`src/rtl/mem_arbiter.sv`:
```
// rtl/mem_arbiter.sv - round-robin arbiter sharing one memory port between IFU and LSU
module mem_arbiter #(
  parameter int ADDR_W  = 32,
  parameter int DATA_W  = 32,
  parameter int TIMEOUT = 1024
) (
  input  logic                clk,
  input  logic                rst,
  input  logic                ifu_req_valid,
  output logic                ifu_req_ready,
  input  logic [ADDR_W-1:0]   ifu_addr,
  output logic                ifu_resp_valid,
  output logic [DATA_W-1:0]   ifu_rdata,
  input  logic                lsu_req_valid,
  output logic                lsu_req_ready,
  input  logic [ADDR_W-1:0]   lsu_addr,
  input  logic                lsu_wen,
  input  logic [DATA_W-1:0]   lsu_wdata,
  input  logic [DATA_W/8-1:0] lsu_wmask,
  output logic                lsu_resp_valid,
  output logic [DATA_W-1:0]   lsu_rdata,
  output logic                mem_req_valid,
  input  logic                mem_req_ready,
  output logic [ADDR_W-1:0]   mem_addr,
  output logic                mem_wen,
  output logic [DATA_W-1:0]   mem_wdata,
  output logic [DATA_W/8-1:0] mem_wmask,
  input  logic                mem_resp_valid,
  input  logic [DATA_W-1:0]   mem_rdata,
  output logic                err
);

  localparam int MASK_W = DATA_W / 8;
  localparam int CNT_W  = (TIMEOUT > 0) ? $clog2(TIMEOUT + 1) : 1;
  localparam logic [CNT_W-1:0] WD_LIMIT = (TIMEOUT > 0) ? CNT_W'(TIMEOUT - 1) : '0;

  localparam logic [1:0] S_IDLE = 2'd0;
  localparam logic [1:0] S_REQ  = 2'd1;
  localparam logic [1:0] S_RESP = 2'd2;
  localparam logic [1:0] S_DONE = 2'd3;

  localparam logic OWN_IFU = 1'b0;
  localparam logic OWN_LSU = 1'b1;

  logic [1:0]        r_state;
  logic              r_owner;
  logic              r_last_grant;
  logic [ADDR_W-1:0] r_addr;
  logic              r_wen;
  logic [DATA_W-1:0] r_wdata;
  logic [MASK_W-1:0] r_wmask;
  logic [DATA_W-1:0] r_ifu_rdata;
  logic [DATA_W-1:0] r_lsu_rdata;
  logic [CNT_W-1:0]  r_wdog;
  logic              r_err;

  logic              w_idle;
  logic              w_busy;
  logic              w_pick_lsu;
  logic              w_ifu_hs;
  logic              w_lsu_hs;
  logic              w_timeout;
  logic              w_capture;
  logic [DATA_W-1:0] w_capture_data;

  // Requests are only offered in IDLE; on a tie the requester not served last time wins.
  assign w_idle     = (r_state == S_IDLE) && !rst;
  assign w_busy     = (r_state == S_REQ) || (r_state == S_RESP);
  assign w_pick_lsu = lsu_req_valid && (!ifu_req_valid || (r_last_grant == OWN_IFU));
  assign w_lsu_hs   = w_idle && w_pick_lsu;
  assign w_ifu_hs   = w_idle && ifu_req_valid && !w_pick_lsu;

  // Watchdog fires on the TIMEOUT-th busy cycle so DONE lands TIMEOUT cycles after entering REQ.
  assign w_timeout  = (TIMEOUT > 0) && w_busy && (r_wdog == WD_LIMIT);

  // Response data is captured either from memory or as zero for stores and timeouts.
  assign w_capture      = w_timeout || ((r_state == S_RESP) && mem_resp_valid);
  assign w_capture_data = (w_timeout || r_wen) ? '0 : mem_rdata;

  assign ifu_req_ready  = w_ifu_hs;
  assign lsu_req_ready  = w_lsu_hs;
  assign mem_req_valid  = (r_state == S_REQ);
  assign mem_addr       = r_addr;
  assign mem_wen        = r_wen;
  assign mem_wdata      = r_wdata;
  assign mem_wmask      = r_wmask;
  assign ifu_resp_valid = (r_state == S_DONE) && (r_owner == OWN_IFU);
  assign lsu_resp_valid = (r_state == S_DONE) && (r_owner == OWN_LSU);
  assign ifu_rdata      = r_ifu_rdata;
  assign lsu_rdata      = r_lsu_rdata;
  assign err            = r_err;

  // Transaction FSM: accept, present to memory, wait for response, deliver for one cycle.
  always_ff @(posedge clk) begin
    if (rst) begin
      r_state      <= S_IDLE;
      r_owner      <= OWN_IFU;
      r_last_grant <= OWN_IFU;
      r_addr       <= '0;
      r_wen        <= 1'b0;
      r_wdata      <= '0;
      r_wmask      <= '0;
      r_wdog       <= '0;
      r_err        <= 1'b0;
    end else begin
      case (r_state)
        S_IDLE: begin
          if (w_lsu_hs) begin
            r_addr       <= lsu_addr;
            r_wen        <= lsu_wen;
            r_wdata      <= lsu_wdata;
            r_wmask      <= lsu_wen ? lsu_wmask : '0;
            r_owner      <= OWN_LSU;
            r_last_grant <= OWN_LSU;
            r_wdog       <= '0;
            r_state      <= S_REQ;
          end else if (w_ifu_hs) begin
            r_addr       <= ifu_addr;
            r_wen        <= 1'b0;
            r_wdata      <= '0;
            r_wmask      <= '0;
            r_owner      <= OWN_IFU;
            r_last_grant <= OWN_IFU;
            r_wdog       <= '0;
            r_state      <= S_REQ;
          end
        end
        S_REQ: begin
          r_wdog <= r_wdog + 1'b1;
          if (w_timeout) begin
            r_err   <= 1'b1;
            r_state <= S_DONE;
          end else if (mem_req_ready) begin
            r_state <= S_RESP;
          end
        end
        S_RESP: begin
          r_wdog <= r_wdog + 1'b1;
          if (w_timeout) begin
            r_err   <= 1'b1;
            r_state <= S_DONE;
          end else if (mem_resp_valid) begin
            r_state <= S_DONE;
          end
        end
        default: begin
          r_state <= S_IDLE;
        end
      endcase
    end
  end

  // Per-requester read data registers hold their value until that owner's next DONE.
  always_ff @(posedge clk) begin
    if (rst) begin
      r_ifu_rdata <= '0;
      r_lsu_rdata <= '0;
    end else if (w_capture) begin
      if (r_owner == OWN_LSU) begin
        r_lsu_rdata <= w_capture_data;
      end else begin
        r_ifu_rdata <= w_capture_data;
      end
    end
  end

endmodule

```
`config.mk`:
```
export PLATFORM = sky130hd
export DESIGN_NAME = mem_arbiter
export DESIGN_NICKNAME = d
export VERILOG_FILES = /design/src/rtl/mem_arbiter.sv
export SDC_FILE = /design/constraint.sdc
export NUM_CORES = 1
export LEC_CHECK = 0
export CAP_MARGIN = 20
export CELL_PAD_IN_SITES_DETAIL_PLACEMENT = 0
export CELL_PAD_IN_SITES_GLOBAL_PLACEMENT = 1
export CORE_ASPECT_RATIO = 1.2
export CORE_MARGIN = 2
export CORE_UTILIZATION = 32
export CTS_CLUSTER_DIAMETER = 60
export DETAILED_ROUTE_END_ITERATION = 12
export GPL_TIMING_DRIVEN = 1
export PLACE_DENSITY = 0.89
export SETUP_SLACK_MARGIN = 0.05
export SYNTH_ARGS = -nofsm -noshare
export SYNTH_HDL_FRONTEND = slang
export SYNTH_SLANG_ARGS = --single-unit
```
`constraint.sdc`:
```
create_clock -name clk -period 3.45 [get_ports clk]
set_input_delay 0.69 -clock clk [delete_from_list [all_inputs] [get_ports clk]]
set_output_delay 0.69 -clock clk [all_outputs]
set_load 0.1 [all_outputs]
```
# Word-level counts from Yosys, hierarchy flattened

Index checks and enable logic that the tools add are counted.
W data, S select, Z words.

Register bits: 148
Output and inout port bits: 139

$add $sub $neg: 1
Eq/ne operators: 7
Multiplexer cells: 21
Bitwise logic cells: 1
Reductions and logical operators: 26

Operators by type and width:

| kind                    | count |
|---|---|
| $mux W32                | 5 |
| $mux W11                | 2 |
| $pmux W11 S2            | 1 |
| $mux W2                 | 6 |
| $mux W4                 | 3 |
| $add A11 B1 Y11 const B | 1 |
| $eq A11 B10 Y1 const B  | 1 |
| $reduce_and A2 Y1       | 5 |
| $logic_and A1 B1 Y1     | 9 |
| $ne A3 B3 Y1 const B    | 2 |
| $pmux W2 S3             | 1 |
| $eq A2 B2 Y1 const B    | 2 |
| $logic_or A1 B1 Y1      | 4 |
| $reduce_bool A2 Y1      | 2 |
| $logic_not A1 Y1        | 3 |
| $mux W1                 | 3 |
| $ne A3 B1 Y1 const B    | 1 |
| $reduce_and A3 Y1       | 1 |
| $eq A2 B1 Y1 const B    | 1 |
| $logic_not A2 Y1        | 1 |
| $reduce_or A2 Y1        | 1 |
| $not A1 Y1              | 1 |

# Depth between registers and ports, before layout

Gate-level depths: netlist (run 1).

Depth in word-level cells: 8
Mapped depth: 9

# Worst setup path after synthesis (run 1)

OpenSTA, ideal clock, no wires.

Path type: input to output
Start point: input rst
End point: output lsu_req_ready
Arrival: 2.388 ns
Path slack: 0.372 ns
Stages on the path: 5
Buffers on the path: 2
Cells stage by stage: clkbuf_1 -> nor2b_1 -> nand3_1 -> inv_2 -> clkbuf_1

Cells in the longest elaborated chain, start to end: 3

Ends and longest elaborated chain:

| what                | RTL line | source |
|---|---|---|
| from (decl)         | 8        | `input logic rst,` |
| $logic_not A1 Y1    | 67       | `assign w_idle = (r_state == S_IDLE) && !rst;` |
| $logic_and A1 B1 Y1 | 67       |  |
| $logic_and A1 B1 Y1 | 70       | `assign w_lsu_hs = w_idle && w_pick_lsu;` |
| to (decl)           | 15       | `output logic lsu_req_ready,` |

Every way passes these cells.

# Worst setup path after layout (run 1)

Start point: register r_state[0]
End point: output lsu_req_ready

Cells in the longest elaborated chain, start to end: 3

Ends and longest elaborated chain:

| what                   | RTL line | source |
|---|---|---|
| from (decl)            | 45       | `logic [1:0] r_state;` |
| from (signal assigned) | 96       | `r_state <= S_IDLE;` |
| from (signal assigned) | 116      | `r_state <= S_REQ;` |
| from (signal assigned) | 125      | `r_state <= S_REQ;` |
| $logic_not A2 Y1       | 67       |  |
| $logic_and A1 B1 Y1    | 67       |  |
| $logic_and A1 B1 Y1    | 70       |  |

Every way passes these cells.

==> results of run 1 <==
-- power by group --
group / internal, mW / switching, mW / total (mW)
Sequential: 1.90 / 0.110 / 2.01
Combinational: 0.701 / 1.91 / 2.61
Clock: 1.02 / 0.793 / 1.81
-- worst max-delay path: stages, from the launching register on --
cell and delay, ns:
dfxtp_1 0.34, inv_1 0.09, ha_1 0.30, nor2b_1 0.30
nand3_1 0.16, inv_2 0.13, buf_12 0.18
-- final timing paths --
| kind | startpoint | to | slack, ns |
|---|---|---|---|
| setup / recovery | r_state[0] | lsu_req_ready | 0.84 |
| hold / removal | lsu_rdata[2] | lsu_rdata[2] | 0.46 |
| hold reg to reg | lsu_rdata[2] | lsu_rdata[2] | 0.46 |
| setup reg to reg | r_state[0] | ifu_rdata[20] | 1.00 |
-- state kept, by name (all words and copies together), names as in the netlist --
register	count
ifu_rdata	32
lsu_rdata	32
mem_addr	32
mem_wdata	32
r_wdog	11
mem_wmask	4
r_state	2
err	1
mem_wen	1
r_last_grant	1
-- metrics by stage --
stage / power [mW] / hold slack (ns) / std cells / instance area (µm²)
6_report: 6.42 / 0.457 / 1148 / 9300
4_1_cts: 6.51 / 0.458 / 1148 / 9300
2_1_floorplan: 3.97 / 0.454 / 651 / 5880
5_1_grt: 6.72 / 0.476 / 1148 / 9300
3_3_place_gp: 4.65 / 0.442 / 1116 / 8730
3_5_place_dp: 4.67 / 0.446 / 1116 / 8730
-- kinds of logic (layout without fill, tap and decap cells) --
family / count (synthesis) / in the layout / share of synthesized area
adders and majority gates: 5 / 5 / 0.0106
AOI/OAI and AO/OA: 98 / 98 / 0.129
DFF: 148 / 148 / 0.504
muxes: 68 / 68 / 0.116
and+or+nand+nor: 275 / 275 / 0.192
buffers and inverters: 57 / 330 / 0.0479
-- cell usage in the layout (no fill, tap or decap), types with 7 or more instances in the layout --
cell type | synthesis | routed
dfxtp_1 | 148 | 148
inv_1 | 7 | 7
a22oi_1 | 34 | 34
clkdlybuf4s50_1 | 0 | 249
mux2i_1 | 68 | 68
nand2_1 | 172 | 172
buf_4 | 3 | 37
a21oi_1 | 10 | 10
a311oi_1 | 33 | 33
clkbuf_16 | 0 | 17
nor2_1 | 73 | 73
-- layout make-up --
| cell class | instances | area [µm²] | area share |
|---|---|---|---|
| clock buffers | 18 | 429 | 0.0461 |
| multi-input cells | 446 | 2640 | 0.284 |
| repair buffers | 289 | 2820 | 0.303 |
| inverters | 9 | 33.8 | 0.00363 |
| flip-flops and latches | 148 | 2960 | 0.318 |
| well taps | 224 | 280 | 0.0301 |
| clock inverters | 14 | 144 | 0.0155 |
-- layer usage --
metal / track usage / vias up
met5: 0 / -
met4: 0.0549 / 0
met3: 0.0639 / 19
met2: 0.298 / 230
met1: 0.217 / 2530
li1: - / 2755
==> summary.md, run 1 <==
The worst setup path is launched from a register. Most instantiated flip-flop cell in the synthesis netlist: dfxtp_1. The first global-routing pass estimated 27.9 mm of wire.

The via density per instance is 4.82. The fraction of the yosys area taken by sequential cells was 0.504. TritonCTS built the clock tree. The via count of the routed design was 5534; the worst-case headroom to the max-slew limit was 0.322. The logs give 0 for the number of diodes added for antenna fixing and 0 for the count of yosys warnings during synthesis.

The starting utilization of the core area is 0.325, and the overall die height is 152 µm. The clock arrives with 0.00920 ns of skew. The run gives 0 as the count of antenna-violating nets left after detailed routing. From synthesis to final layout, the design area changed by 58.3%. The initial antenna violation count is 1, and the final weighted congestion in routability-driven placement is 0.788. The count of hold buffers inserted by post-cts repair is 0. Synthesized instance count: 651.

The run gives 17 as the total clock buffers created by CTS. The number of pins exceeding their max-slew limit in the final report was 0; the number of failing hold endpoints at the final stage was 0. Entering global routing, the biggest net connects 78 pins. After the first detailed-routing iteration, the DRC count stood at 253. Counting instances in the post-synthesis netlist gives the leading cell types as 172 x nand2_1, 148 x dfxtp_1, 73 x nor2_1.

The number of DRC violations after detailed routing was 0. The post-synthesis cell area is 5880 µm², and the utilization of the core after routing is 0.514. The total die area was 19500 µm². In this run the tool buffered the top-level ports with 277 buffer cells. The worst hold path depth is 2, and the routed length on met1 is 7.46 mm.

The minimum period implied by the final worst setup slack is 2.61 ns. Max-cap violations in this run came to 0. The measured slew at the worst slew-check pin was 1.01 ns; the core area was 18100 µm². After routing, the total negative slack on setup checks comes to 0 ns.

The net total in the final layout came out at 1055. Sorting the synthesized cells by area gives the leading types as dfxtp_1 50%, mux2i_1 12%, nand2_1 11%. The kind of end point of the critical path was an output pin. For the distinct cell type count of the synthesized netlist, the log shows 42. The number of clock sinks is 148, and the HPWL reported at the end of detailed placement is 12.1 mm. 278 I/O pins were placed. The run gives 5371 as the number of global-route vias before repair. STA puts the critical path data arrival time at 1.92 ns.

The layout has 1729 filler cells. The worst setup slack after placement came out at 0.932 ns. The flow ran to the end, and the final reports show no timing, DRC or antenna violations.

The leading cell type by number of instances after synthesis was nand2_1. Share of final-layout standard cells stronger than drive strength 1: 0.0887. The largest fanout on the critical path is 6. The analysis attributes to cell leakage a power of 3.62 nW. Row generation in the floorplan step produced 54 rows. The source-to-sink clock delay at the later pin of the worst-skew pair is 0.42 ns, and the die outline width is 128 µm. The synthesized design contains 148 register bits.

The setup path with the least slack is of type reg -> out. In this run the worst hold path is classified as reg -> reg. The tools report the deepest level of the CTS H-tree as 4. Total global-route track usage: 0.180. The highest layer touched by signal routing is met4. The share of the synthesized area in the top cell type is 0.504, and the setup violation total in the final timing report is 0. The proportion of synthesized flip-flops having asynchronous set or reset was 0. The final worst-path cycle share was 0.757. The number of nets produced by synthesis is 795, and the power density over the cells is 691 nW/µm².

After clock tree synthesis, the repair step resized 0 gates. Total routed wirelength: 17.4 mm. Clock-pin slew was measured on the worst setup and hold paths at 0.06 ns. The count of flip-flops with a built-in enable after synthesis is 0, and the synthesized area per cell is 9.03 µm².

The logs give 0 for the post-CTS setup-driven buffer insertion count and 2 for the maximum clock path buffer count. The met2 wire length is 8.21 mm, and the worst endpoint required time is 2.76 ns. Across all setup checks in the final design, the least slack found is 0.840 ns. The worst voltage drop across the vdd grid was 0.394 mV; the worst-case reg-to-reg path depth was 7. Based on the critical path, the design can be clocked at up to 383 MHz. In the final routed layout, each cell accounts on average for 15.2 µm. In the detailed route, the total length drawn on met3 is 1.45 mm. The total overflow reported by the global router came out at 0.

The tree is rooted in a clkbuf_16. Before antenna repair, the detailed router went through 5 iterations. Cell taking the most area after synthesis: dfxtp_1.

Setup repair after global routing left no endpoint under its margin.
Power figures use the tool's default switching activity.
==> run 2, diff against run 1 <==
--- a/config.mk
+++ b/config.mk
@@ -10,11 +10,11 @@
 export CELL_PAD_IN_SITES_GLOBAL_PLACEMENT = 1
 export CORE_ASPECT_RATIO = 1.2
 export CORE_MARGIN = 2
-export CORE_UTILIZATION = 32
+export CORE_UTILIZATION = 29
 export CTS_CLUSTER_DIAMETER = 60
 export DETAILED_ROUTE_END_ITERATION = 12
 export GPL_TIMING_DRIVEN = 1
-export PLACE_DENSITY = 0.89
+export PLACE_DENSITY = 0.82
 export SETUP_SLACK_MARGIN = 0.05
 export SYNTH_ARGS = -nofsm -noshare
 export SYNTH_HDL_FRONTEND = slang
==> constraint.sdc (replaced) <==
create_clock -name clk -period 2.6 [get_ports clk]
set_input_delay 0.52 -clock clk [delete_from_list [all_inputs] [get_ports clk]]
set_output_delay 0.52 -clock clk [all_outputs]
set_load 0.1 [all_outputs]
==> run 2 against run 1 <==
  * Largest cell class unchanged
  * Critical endpoint unchanged
  * Clock-buffer cell count unchanged
  * Sequential share of layout area increased by 0.40 points
  * Final cell count increased by 3.7%
  * Sequential power increased by 33%
  * Sequential cell count unchanged
  * Worst hold slack got worse by 0.0069 ns
  * Global-route usage decreased by 1.5 points
==> summary.md, run 2 (synthesized netlist as in run 1, its figures left out) <==
The run finished with clean final reports. The total routed wirelength came out at 17.9 mm (+2.5%). The first-pass iteration count of the detailed router came out at 4 (-1). The clock period could shrink to 2.24 ns. The number of global-route vias before repair is 5376 (+0.093%). The tools report the total global-route track usage as 0.165 (-0.0150).

The run gives 1.72 ns (-0.20 ns) as the critical path data arrival time. The count of pins on the block boundary came out at 278 (unchanged). The via count of the routed design is 5533 (-0.018%). The first-pass GRT wire length was 27.9 mm (-0.13%). The total of max-cap violations was 0 (unchanged); the total power of the final layout was 8.61 mW (+34%). The run gives 4 (unchanged) as the deepest level of the CTS H-tree. The largest fanout on the critical path is 4 (-2).

For the initial antenna violation count, the log shows 0 (-1). The number of diodes added for antenna fixing is 0 (unchanged), and the power density over the cells is 937 nW/µm² (+36%). The source-to-sink clock delay at the later pin of the worst-skew pair is 0.42 ns (about the same). The number of I/O port buffers is 277 (unchanged), and the initial DRC count is 235 (-7.1%).

Setup repair after global routing left no endpoint under its margin. STA classifies the critical path endpoint as an output pin. The number of pins exceeding their max-slew limit in the final report came out at 0 (unchanged). Utilization of the core after routing: 0.458 (-0.0554).

The pin count of the biggest net entering global routing is 79 (+1.3%), and the total die area is 21400 µm² (+10%). The commonest non-fill, non-tap cell in the layout was nand2_1. The leakage dissipation was 3.90 nW (+7.7%). Post-route worst hold slack: 0.450 ns (-0.00686 ns). TritonCTS built the clock tree. The worst endpoint required time is 2.08 ns (-0.68 ns). The tree is rooted in a clkbuf_16. The library cells used most frequently in the layout, excluding fill and tap cells, are 172 x nand2_1, 148 x dfxtp_1, 145 x buf_4.

The worst-case headroom to the max-slew limit is 0.628 (+0.306), and the share of final-layout standard cells stronger than drive strength 1 is 0.213 (+0.124). The count of antenna-violating nets left after detailed routing is 0 (unchanged), and the measured slew at the worst slew-check pin is 0.555 ns (-0.459 ns). For this run, the top clock speed supported by timing is 447 MHz. The number of failing hold endpoints at the final stage was 0 (unchanged); the final setup skew was 0.0152 ns (+0.00601 ns). The worst hold path belongs to the class reg -> reg. The number of standard-cell rows in the floorplan is 57 (+5.6%), and the via density per instance is 4.65 (-3.6%). The critical path in this run is classified as reg -> out.

The tools report the number of DRC violations after detailed routing as 0 (unchanged). The setup violation total in the final timing report was 0 (unchanged). For the total overflow reported by the global router, the log shows 0 (unchanged). Die outline width: 134 µm (+4.9%).

The routed wire length per instance was 15.0 µm (-1.2%); the worst voltage drop across the vdd grid was 0.481 mV (+22%). The starting utilization of the core area was 0.293 (-0.0313). From synthesis to final layout, the design area changed by 56.3%. The net total in the final layout is 1057 (+0.19%), and the final worst-path cycle share is 0.861. The clock transition at the register clock pins on the worst setup and hold paths after CTS came out at 0.06 ns (about the same).

The number of clock sinks was 148 (unchanged). The total clock buffers created by CTS was 17 (unchanged). STA classifies the critical path startpoint as a register. For the final weighted congestion in routability-driven placement, the log shows 0.747 (-5.2%). The maximum clock path buffer count was 2 (unchanged); the overall die height was 160 µm (+4.9%). The HPWL reported at the end of detailed placement was 12.4 mm (+2.3%). The logs give 20000 µm² (+11%) for the core area and 0 ns (unchanged) for the total negative slack. The number of fillers in the final layout came out at 2007 (+16%).
-- run 2: changes by cell type in the layout (fill, tap and decap cells not counted), sizes merged --
cell / previous run / this run
buf: 40 / 154
clkdlybuf4s50: 249 / 137
clkinvlp: 4 / 0
clkinv: 2 / 5
inv: 16 / 17
-- run 2: layout make-up --
type                            count  area [µm²]  area share
Sequential cell                   148        2960       0.322
Clock buffer                       18         429      0.0467
Multi-Input combinational cell    446        2640       0.287
Timing Repair Buffer              291        2630       0.286
Clock inverter                     14         164      0.0178
Tap cell                          265         332      0.0361
Inverter                            9        33.8     0.00368
-- run 2: critical path: stages (launching register included) --
cell and delay, ns:
dfxtp_1 0.35, inv_1 0.09, ha_1 0.17, nor2b_2 0.24
nand3_1 0.15, inv_2 0.13, buf_12 0.18
-- run 2: repair_timing --
action,CTS,global route
gates resized for setup,0,1
setup buffers,0,0
setup endpoints to repair,0,1
hold buffers,0,0
-- run 2: through the flow --
stage	instances	area, µm²	setup WS (ns)
6_report	1191	9190	0.361
3_3_place_gp	1159	8590	0.359
3_5_place_dp	1159	8590	0.307
2_1_floorplan	651	5880	0.195
5_1_grt	1191	9190	0.173
4_1_cts	1191	9190	0.212
-- run 2: worst paths after layout --
| kind | end | cells past startpoint | slack, ns | start |
|---|---|---|---|---|
| worst max register to register | lsu_rdata[6] | 7 | 0.49 | r_state[0] |
| worst max-delay path | lsu_req_ready | 6 | 0.36 | r_state[0] |
| worst min-delay path | err | 2 | 0.45 | err |
| worst min register to register | err | 2 | 0.45 | err |
-- run 2: metal layers --
layer	part of all wire	GRT usage	vias up
li1	-	-	2771
met1	0.44	0.205	2536
met2	0.47	0.268	204
met3	0.069	0.0505	22
met4	0.018	0.0600	0
met5	0	0	-
-- run 2: power breakdown --
part | switching, mW | internal [mW] | leakage, nW
clock network | 1.10 | 1.37 | 0.292
logic | 2.55 | 0.924 | 2.40
registers | 0.153 | 2.51 | 1.20
total | 3.80 | 4.81 | 3.90
